### config.mk
export PLATFORM = sky130hd
export DESIGN_NAME = dither_frame_ctrl_flat
export DESIGN_NICKNAME = d
export VERILOG_FILES = /design/src/rtl/dither_frame_ctrl_if.sv /design/src/rtl/dither_frame_ctrl.sv /design/src/flat_wrapper.sv
export SDC_FILE = /design/constraint.sdc
export NUM_CORES = 1
export LEC_CHECK = 0
export ABC_AREA = 1
export CAP_MARGIN = 20
export CORE_ASPECT_RATIO = 1.5
export CORE_UTILIZATION = 30
export DETAILED_ROUTE_END_ITERATION = 6
export PLACE_DENSITY = 0.65
export SETUP_SLACK_MARGIN = 0.5
export SKIP_LAST_GASP = 1
export SYNTH_ARGS = -nofsm -noshare
export SYNTH_HDL_FRONTEND = slang
export SYNTH_SLANG_ARGS = --single-unit
### constraint.sdc
create_clock -name clk -period 3.4 [get_ports clk]
set_input_delay 0.68 -clock clk [delete_from_list [all_inputs] [get_ports clk]]
set_output_delay 0.68 -clock clk [all_outputs]
set_load 0.03 [all_outputs]
### src/rtl/dither_frame_ctrl_if.sv
// Link between the frame controller and the combinational dithering stage:
// split colour/remainder and pixel parity out, dithered 4-bit colour back.
interface dither_frame_ctrl_if;
    logic       d_hc;
    logic       d_vc;
    logic       d_sw;
    logic [1:0] d_rms;
    logic [1:0] d_gms;
    logic [1:0] d_bms;
    logic [3:0] d_cer;
    logic [3:0] d_ceg;
    logic [3:0] d_ceb;
    logic [3:0] cr;
    logic [3:0] cg;
    logic [3:0] cb;

    modport master (
        output d_hc, d_vc, d_sw, d_rms, d_gms, d_bms, d_cer, d_ceg, d_ceb,
        input  cr, cg, cb
    );

    modport slave (
        input  d_hc, d_vc, d_sw, d_rms, d_gms, d_bms, d_cer, d_ceg, d_ceb,
        output cr, cg, cb
    );
endinterface

### src/rtl/dither_frame_ctrl.sv
// VGA timing, per-frame dither/phase latching and the two-stage pipeline that
// feeds the dithering stage and registers its result onto the VGA pins.
module dither_frame_ctrl #(
    parameter int H_VISIBLE = 1024,
    parameter int H_FP      = 24,
    parameter int H_SYNC    = 136,
    parameter int H_BP      = 160,
    parameter int V_VISIBLE = 768,
    parameter int V_FP      = 3,
    parameter int V_SYNC    = 6,
    parameter int V_BP      = 29,
    parameter bit SYNC_POL  = 1'b0
) (
    input  logic                clk,
    input  logic                reset,
    input  logic                dither_sw,
    input  logic                temporal_en,
    input  logic [23:0]         rgb_in,
    output logic [10:0]         hc,
    output logic [9:0]          vc,
    dither_frame_ctrl_if.master dl,
    output logic [3:0]          vga_r,
    output logic [3:0]          vga_g,
    output logic [3:0]          vga_b,
    output logic                vga_hs,
    output logic                vga_vs,
    output logic                dither_active,
    output logic [7:0]          frame_cnt
);
    localparam int H_TOTAL = H_VISIBLE + H_FP + H_SYNC + H_BP;
    localparam int V_TOTAL = V_VISIBLE + V_FP + V_SYNC + V_BP;

    localparam logic [10:0] H_LAST = 11'(H_TOTAL - 1);
    localparam logic [10:0] H_VIS  = 11'(H_VISIBLE);
    localparam logic [10:0] HS_BEG = 11'(H_VISIBLE + H_FP);
    localparam logic [10:0] HS_END = 11'(H_VISIBLE + H_FP + H_SYNC);
    localparam logic [9:0]  V_LAST = 10'(V_TOTAL - 1);
    localparam logic [9:0]  V_VIS  = 10'(V_VISIBLE);
    localparam logic [9:0]  VS_BEG = 10'(V_VISIBLE + V_FP);
    localparam logic [9:0]  VS_END = 10'(V_VISIBLE + V_FP + V_SYNC);

    logic       sw_meta, sw_sync, te_meta, te_sync;
    logic       temporal_lat, phase, frame_seen;
    logic       fs, active_now, phase_now;
    logic       vld_p0, hs_p0, vs_p0;
    logic       d_hc_p1, d_vc_p1, d_sw_p1, vld_p1, hs_p1, vs_p1;
    logic [1:0] d_rms_p1, d_gms_p1, d_bms_p1;
    logic [3:0] d_cer_p1, d_ceg_p1, d_ceb_p1;
    logic       unused_lsbs;

    always_ff @(posedge clk or posedge reset) begin
        if (reset) begin
            hc <= '0;
            vc <= '0;
        end else if (hc == H_LAST) begin
            hc <= '0;
            vc <= (vc == V_LAST) ? '0 : vc + 10'd1;
        end else begin
            hc <= hc + 11'd1;
        end
    end

    // Stage 0: current counter position and the frame-level settings that apply to it.
    // The frame-start pixel already uses the values being latched for its own frame.
    assign fs         = (hc == '0) && (vc == '0);
    assign active_now = fs ? sw_sync : dither_active;
    assign phase_now  = fs ? (temporal_lat & ~phase) : phase;
    assign vld_p0     = (hc < H_VIS) && (vc < V_VIS);
    assign hs_p0      = (hc >= HS_BEG) && (hc < HS_END);
    assign vs_p0      = (vc >= VS_BEG) && (vc < VS_END);
    assign unused_lsbs = ^{rgb_in[17:16], rgb_in[9:8], rgb_in[1:0]};

    always_ff @(posedge clk or posedge reset) begin
        if (reset) begin
            sw_meta       <= 1'b0;
            sw_sync       <= 1'b0;
            te_meta       <= 1'b0;
            te_sync       <= 1'b0;
            dither_active <= 1'b0;
            temporal_lat  <= 1'b0;
            phase         <= 1'b0;
            frame_seen    <= 1'b0;
            frame_cnt     <= '0;
        end else begin
            sw_meta <= dither_sw;
            sw_sync <= sw_meta;
            te_meta <= temporal_en;
            te_sync <= te_meta;
            if (fs) begin
                dither_active <= sw_sync;
                temporal_lat  <= te_sync;
                phase         <= phase_now;
                frame_seen    <= 1'b1;
                if (frame_seen)
                    frame_cnt <= frame_cnt + 8'd1;
            end
        end
    end

    // Stage 1: split source channels, parity/phase and delayed flags into the dithering stage.
    always_ff @(posedge clk or posedge reset) begin
        if (reset) begin
            d_cer_p1 <= '0;
            d_ceg_p1 <= '0;
            d_ceb_p1 <= '0;
            d_rms_p1 <= '0;
            d_gms_p1 <= '0;
            d_bms_p1 <= '0;
            d_hc_p1  <= 1'b0;
            d_vc_p1  <= 1'b0;
            d_sw_p1  <= 1'b0;
            vld_p1   <= 1'b0;
            hs_p1    <= 1'b0;
            vs_p1    <= 1'b0;
        end else begin
            d_cer_p1 <= rgb_in[23:20];
            d_rms_p1 <= rgb_in[19:18];
            d_ceg_p1 <= rgb_in[15:12];
            d_gms_p1 <= rgb_in[11:10];
            d_ceb_p1 <= rgb_in[7:4];
            d_bms_p1 <= rgb_in[3:2];
            d_hc_p1  <= hc[0] ^ phase_now;
            d_vc_p1  <= vc[0] ^ phase_now;
            d_sw_p1  <= active_now;
            vld_p1   <= vld_p0;
            hs_p1    <= hs_p0;
            vs_p1    <= vs_p0;
        end
    end

    assign dl.d_cer = d_cer_p1;
    assign dl.d_ceg = d_ceg_p1;
    assign dl.d_ceb = d_ceb_p1;
    assign dl.d_rms = d_rms_p1;
    assign dl.d_gms = d_gms_p1;
    assign dl.d_bms = d_bms_p1;
    assign dl.d_hc  = d_hc_p1;
    assign dl.d_vc  = d_vc_p1;
    assign dl.d_sw  = d_sw_p1;

    // Stage 2: blank outside the visible area and map syncs to the pin polarity.
    always_ff @(posedge clk or posedge reset) begin
        if (reset) begin
            vga_r  <= '0;
            vga_g  <= '0;
            vga_b  <= '0;
            vga_hs <= ~SYNC_POL;
            vga_vs <= ~SYNC_POL;
        end else begin
            vga_r  <= vld_p1 ? dl.cr : 4'd0;
            vga_g  <= vld_p1 ? dl.cg : 4'd0;
            vga_b  <= vld_p1 ? dl.cb : 4'd0;
            vga_hs <= hs_p1 ? SYNC_POL : ~SYNC_POL;
            vga_vs <= vs_p1 ? SYNC_POL : ~SYNC_POL;
        end
    end
endmodule

### src/flat_wrapper.sv
// flat-port wrapper written by rule: the top's interface ports become plain ports
module dither_frame_ctrl_flat 
#(
    parameter int H_VISIBLE = 1024,
    parameter int H_FP      = 24,
    parameter int H_SYNC    = 136,
    parameter int H_BP      = 160,
    parameter int V_VISIBLE = 768,
    parameter int V_FP      = 3,
    parameter int V_SYNC    = 6,
    parameter int V_BP      = 29,
    parameter bit SYNC_POL  = 1'b0
)
  (clk, reset, dither_sw, temporal_en, rgb_in, hc, vc, vga_r, vga_g, vga_b, vga_hs, vga_vs, dither_active, frame_cnt, dl_d_hc, dl_d_vc, dl_d_sw, dl_d_rms, dl_d_gms, dl_d_bms, dl_d_cer, dl_d_ceg, dl_d_ceb, dl_cr, dl_cg, dl_cb);
  dither_frame_ctrl_if dl_i ();
  input  logic clk;
  input  logic reset;
  input  logic dither_sw;
  input  logic temporal_en;
  input  logic [23:0] rgb_in;
  output logic [10:0] hc;
  output logic [9:0] vc;
  output logic [3:0] vga_r;
  output logic [3:0] vga_g;
  output logic [3:0] vga_b;
  output logic vga_hs;
  output logic vga_vs;
  output logic dither_active;
  output logic [7:0] frame_cnt;
  output wire logic [$bits(dl_i.d_hc)-1:0] dl_d_hc;
  output wire logic [$bits(dl_i.d_vc)-1:0] dl_d_vc;
  output wire logic [$bits(dl_i.d_sw)-1:0] dl_d_sw;
  output wire logic [$bits(dl_i.d_rms)-1:0] dl_d_rms;
  output wire logic [$bits(dl_i.d_gms)-1:0] dl_d_gms;
  output wire logic [$bits(dl_i.d_bms)-1:0] dl_d_bms;
  output wire logic [$bits(dl_i.d_cer)-1:0] dl_d_cer;
  output wire logic [$bits(dl_i.d_ceg)-1:0] dl_d_ceg;
  output wire logic [$bits(dl_i.d_ceb)-1:0] dl_d_ceb;
  input wire logic [$bits(dl_i.cr)-1:0] dl_cr;
  input wire logic [$bits(dl_i.cg)-1:0] dl_cg;
  input wire logic [$bits(dl_i.cb)-1:0] dl_cb;
  assign dl_d_hc = dl_i.d_hc;
  assign dl_d_vc = dl_i.d_vc;
  assign dl_d_sw = dl_i.d_sw;
  assign dl_d_rms = dl_i.d_rms;
  assign dl_d_gms = dl_i.d_gms;
  assign dl_d_bms = dl_i.d_bms;
  assign dl_d_cer = dl_i.d_cer;
  assign dl_d_ceg = dl_i.d_ceg;
  assign dl_d_ceb = dl_i.d_ceb;
  assign dl_i.cr = dl_cr;
  assign dl_i.cg = dl_cg;
  assign dl_i.cb = dl_cb;
  dither_frame_ctrl #(.H_VISIBLE(H_VISIBLE), .H_FP(H_FP), .H_SYNC(H_SYNC), .H_BP(H_BP), .V_VISIBLE(V_VISIBLE), .V_FP(V_FP), .V_SYNC(V_SYNC), .V_BP(V_BP), .SYNC_POL(SYNC_POL)) u_core (.clk(clk), .reset(reset), .dither_sw(dither_sw), .temporal_en(temporal_en), .rgb_in(rgb_in), .hc(hc), .vc(vc), .dl(dl_i), .vga_r(vga_r), .vga_g(vga_g), .vga_b(vga_b), .vga_hs(vga_hs), .vga_vs(vga_vs), .dither_active(dither_active), .frame_cnt(frame_cnt));
endmodule
==> run metrics, run 1 <==
ys flop type=dfrtp_1; first-pass GRT wire length=11700 µm; Net Sw Frac=21.4%; root buffer cell=clkbuf_16; Slew headroom=53.2%; crit-path cells=clkdlybuf4s50_1; final setup violation count=0; DRC violation count after routing=0; CP Data Required Time=2.72 ns; area share of the largest cell type after synthesis=57.5%; Final Hold Fails=0; Worst Clk Skew=0.00711 ns; Worst EP arrival=1.63 ns; fin crit period=2.31 ns; Syn Nets=379; Post-synth top cells=nand2_1 (83), dfrtp_1 (72), inv_1 (44); RePlAce Congestion=0.834; layout net count=483; layout cells sized above 1=7.94%; Die ar.=10900 µm²; status=finished clean; I/O pins=105; DR pass1 iterations=4; Seq/Total Area, Yosys=59.2%; worst-margin pin slew=0.701 ns; clk slew on worst S/H paths=0.06 ns; fmax=432 MHz; Chip Width=85.4 µm; Initial DRC Count=58; Post-Syn Area=3130 µm²; Routed Antenna Nets=0; Crit Path Class=reg -> out; Buffers & Inverters on Critical Path=1; Avg Cell Area, Syn=9.43 µm²; placed cells=542; setup TNS=0 ns; top cells by area, synth=dfrtp_1 (58%), nand2_1 (9.9%), inv_1 (5.3%); post-CTS sizing=0; core area=10100 µm²; async set-or-reset flop fraction in the synthesized netlist=100%; Worst setup SP type=flop; Gate Count Post-Synth=332; PD cells=450 nW/µm²; clock buffer depth=2; Seq pwr share=44.2%; Sinks on Clock Net=74; DR WL/cell=12.7 µm; initial antenna violation count=0; unrepaired setup endpoints after global routing=false; vias in the first global route=2492; clock latency on the worst-skew pair=0.33 ns; Final Slew Violations=0; largest net degree at the start of global routing=42; Total GRT Usage=13.9%; area leader, netlist=dfrtp_1; combinational share of power=6.7%; port buffer count=98; Routed WL=7090 µm; vias per cell=4.54; post-route insts no fill=558; Hold Path Class=reg -> reg; GR Overflow Total=0; crit-path leading delay family=buffers and inverters; leakage power=2.09 nW; EDFF count, synth=0; initial core utilization=30.9%; Warnings, synthesis=0; worst hold slack=0.349 ns; # hold bufs at CTS=0; slowest stage delay, CP=0.75 ns; crit path max-delay cell type=clkdlybuf4s50_1; area added between synthesis and finish=45.5%; top-count cell post-synth=nand2_1; critical-path maximum fanout=8; CTS buffer count=9; CP endpoint kind=primary output; Post-DP HPWL=5300 µm; synthesis-stage register bit count=74; diode count=0; max capacitance violation total=0; post-synth cell types=29; CTS tree=built; post-CTS setup buffers=0; row cnt=45; internal cell power=1.61 mW; VDD IR max=0.213 mV; Net Switching=0.439 mW; clock share of power=49.1%; DR vias=2536; Period Utilization, post-route=68.0%; H-tree levels=3; height of the die=127 µm
[worst paths after layout]
check,start,endpoint,slack [ns],cells past startpoint
worst max-delay path,u_core.vc[5],vc[5],1.09,1
worst min-delay path,u_core.te_meta,u_core.te_sync,0.35,0
worst max register to register,u_core.hc[0],u_core.vc[6],1.45,6
worst min register to register,u_core.te_meta,u_core.te_sync,0.35,0
max in group asynchronous,reset,u_core.vga_vs,1.91,3
min in group asynchronous,reset,u_core.vga_r[3],0.79,2
[power groups by stage]
stage                     Combinational, mW  Sequential (mW)  Clock (mW)
after CTS                             0.141            0.907        1.04
final                                 0.137            0.906        1.01
after floorplan                      0.0180            0.961           0
after global placement                0.139            0.922           0
after global routing                  0.149            0.907        1.08
after detailed placement              0.140            0.923           0
[through the flow]
step	setup WS (ns)	utilization (%)	power, mW	instance area, µm²
after global routing	1.04	45.0	2.13	4560
after detailed placement	1.46	41.8	1.06	4240
after floorplan	0.842	-	0.979	3130
after CTS	1.08	45.0	2.09	4560
final	1.09	45.0	2.05	4560
after global placement	1.45	41.8	1.06	4240
[sequential cells by signal (all words and copies together) (netlist names), 2 cells and up]
name              flops
u_core.vc            10
u_core.frame_cnt      8
u_core.dl.d_ceg       4
u_core.vga_b          4
u_core.dl.d_rms       2
u_core.dl.d_ceb       4
u_core.dl.d_bms       2
u_core.dl.d_cer       4
u_core.hc            11
u_core.dl.d_gms       2
u_core.vga_r          4
u_core.vga_g          4
[final cells by class]
| cell class | instances | area, µm² |
|---|---|---|
| Inverter | 45 | 170 |
| Fill cell | 979 | 5580 |
| Timing Repair Buffer | 99 | 1000 |
| Sequential cell | 74 | 1850 |
| Tap cell | 117 | 146 |
| Multi-Input combinational cell | 207 | 1060 |
| Clock buffer | 10 | 229 |
| Clock inverter | 6 | 91.3 |
[logic make-up (layout without fill, tap and decap cells)]
group	count (synthesis)	in the layout	synth area share (%)
adder cells (fa/ha/maj)	7	7	2.80
XOR/XNOR	12	12	3.36
AND/OR/NAND/NOR	167	167	24.3
buffers and inverters	51	160	6.79
AO/OA/AOI/OAI	21	21	3.56
flip-flops	74	74	59.2
[routing by layer]
| layer | vias up | GRT usage, % | share of wire, % |
|---|---|---|---|
| li1 | 1240 | - | - |
| met1 | 1203 | 15.6 | 41 |
| met2 | 79 | 24.5 | 51 |
| met3 | 14 | 3.55 | 5.5 |
| met4 | 0 | 6.57 | 2.3 |
| met5 | - | 0 | 0 |
[cell usage in the layout, fill, tap and decap left out, types with 2 or more instances in the layout]
cell,n
a21oi_1,4
bufinv_16,2
clkbuf_16,9
clkdlybuf4s50_1,98
clkinvlp_4,3
dfrtp_1,72
dfstp_2,2
ha_1,7
inv_1,43
nand2_1,83
nand2_2,4
nand3_1,22
nand3b_1,3
nand4_1,5
nor2_1,32
nor2_2,4
nor2_4,3
nor3_1,7
o21ai_0,12
o21ai_1,3
xnor2_1,4
xor2_1,8
Note: power is estimated with default switching activity, not from simulation.
==> inputs of run 2 (changes only) <==
- clock period: 3.4 -> 2.3 ns (I/O delays scaled with it)
==> run metrics, run 2 (synthesized netlist as in run 1, its figures left out) <==
max capacitance violation total=0 (unchanged); first-pass GRT wire length=11500 µm (-1.8%); global routing usage on met2=24.7% (+0.14 points); most frequent cells in the layout=nand2_1 (83), dfrtp_1 (69), dlygate4sd2_1 (43); H-tree levels=3 (unchanged); Most Used Layer, Global Route=met2; Sinks on Clock Net=74 (unchanged); Worst EP arrival=1.30 ns (-0.33 ns); status=finished clean; Final Hold Fails=0 (unchanged); Post-DP HPWL=5310 µm (+0.12%); CTS tree=built; I/O pins=105 (unchanged); leakage power=2.40 nW (+15%); slowest stage delay, CP=0.66 ns (-0.09 ns); CP endpoint kind=primary output; Top reg by flops=u_core.hc; Initial DRC Count=126 (+120%); diode count=0 (unchanged); Period Utilization, post-route=76.7%; Worst setup SP type=flop; layout cells sized above 1=9.89% (+2.0 points); CTS buffer count=9 (unchanged); initial core utilization=30.9% (unchanged); area added between synthesis and finish=46.7%; Hold Path Class=reg -> reg; worst-margin pin slew=0.543 ns (-0.158 ns); FILL cells=967 (-1.2%); fin crit period=1.76 ns; initial antenna violation count=0 (unchanged); largest net degree at the start of global routing=30 (-29%); M3 GR Usage=3.94% (+0.39 points); Largest regs=u_core.hc x11, u_core.vc x10, u_core.frame_cnt x8; Routed Antenna Nets=0 (unchanged); GR Overflow Total=0 (unchanged); placed cells=544 (+0.37%); Final Slew Violations=0 (unchanged); DRC violation count after routing=0 (unchanged); fmax=567 MHz; Worst Clk Skew=0.00474 ns (-0.00236 ns); vias in the first global route=2400 (-3.7%); height of the die=127 µm (unchanged); RePlAce Congestion=0.793 (-4.9%); Chip Width=85.4 µm (unchanged); clock buffer depth=2 (unchanged); crit-path leading delay family=buffers and inverters; clock latency on the worst-skew pair=0.33 ns (about the same); crit path max-delay cell type=clkdlybuf4s50_1; vias per cell=4.50 (-0.99%); setup TNS=0 ns (unchanged); CP Data Required Time=1.84 ns (-0.88 ns); layout net count=487 (+0.83%); commonest non-fill, non-tap cell in the layout=nand2_1; Total GRT Usage=13.9% (-0.048 points); final setup violation count=0 (unchanged); core area=10100 µm² (unchanged); critical-path maximum fanout=1 (-7); Crit Path Class=reg -> out; root buffer cell=clkbuf_16; # hold bufs at CTS=0 (unchanged); DR vias=2529 (-0.28%); DR WL/cell=12.9 µm (+1.4%); port buffer count=98 (unchanged); Buffers & Inverters on Critical Path=1 (unchanged); Slew headroom=63.7% (+11 points); Routed WL=7240 µm (+2.2%); crit-path cells=clkdlybuf4s50_1; unrepaired setup endpoints after global routing=false; PD cells=656 nW/µm² (+46%); Largest register FFs=11 (unchanged); GR met1 Demand/Resource=15.0% (-0.60 points); row cnt=45 (unchanged); post-route insts no fill=562 (+0.72%); VDD IR max=0.336 mV (+58%); clk slew on worst S/H paths=0.06 ns (about the same); Die ar.=10900 µm² (unchanged); DR pass1 iterations=4 (unchanged)
## run 2: final cells by class
type,count,area [µm²],share of cell area (%)
multi-input cells,207,1070,23.3
inverters,45,174,3.78
flip-flops and latches,74,1860,40.4
well taps,117,146,3.19
clock buffers,9,225,4.90
repair buffers,103,1030,22.4
clock inverters,7,93.8,2.04
## run 2: power breakdown
part           internal, mW  switching, mW  leakage [nW]  total (mW)
clock                 0.946          0.528         0.151        1.47
sequential             1.33        0.00649         0.920        1.34
combinational        0.0963          0.106          1.33       0.202
total                  2.37          0.640          2.40        3.02
## run 2: worst paths after layout
kind	cells after the start	end	startpoint	slack, ns
max in group asynchronous	3	u_core.vga_vs	reset	1.20
setup / recovery	1	dl_d_ceg[3]	u_core.dl.d_ceg[3]	0.54
hold reg to reg	1	u_core.vga_hs	u_core.hs_p1	0.35
hold / removal	1	u_core.vga_hs	u_core.hs_p1	0.35
min in group asynchronous	2	u_core.dl.d_ceg[3]	reset	0.53
setup reg to reg	11	u_core.dl.d_vc	u_core.hc[0]	0.63
## run 2: metrics by stage
step           setup WS (ns)  area [µm²]  power (mW)  hold WS (ns)  utilization (%)
2_1_floorplan          0.568        3140        1.45         0.331                -
3_3_place_gp           0.477        4270        1.57         0.337             42.1
3_5_place_dp           0.454        4270        1.58         0.341             42.1
4_1_cts                0.497        4540        3.07         0.348             44.8
5_1_grt                0.501        4600        3.14         0.375             45.3
6_report               0.536        4600        3.02         0.346             45.3
## run 2: metal layers
metal / vias up / routed length, µm
met5: - / 0
met1: 1190 / 2950
li1: 1246 / -
met4: 0 / 124
met2: 86 / 3710
met3: 7 / 448
## run 2: what timing repair did
action,4_1_cts,5_1_grt
gates resized for setup,45,18
pin swaps,1,1
setup buffers,0,2
setup endpoints to repair,55,27
gates cloned,0,0
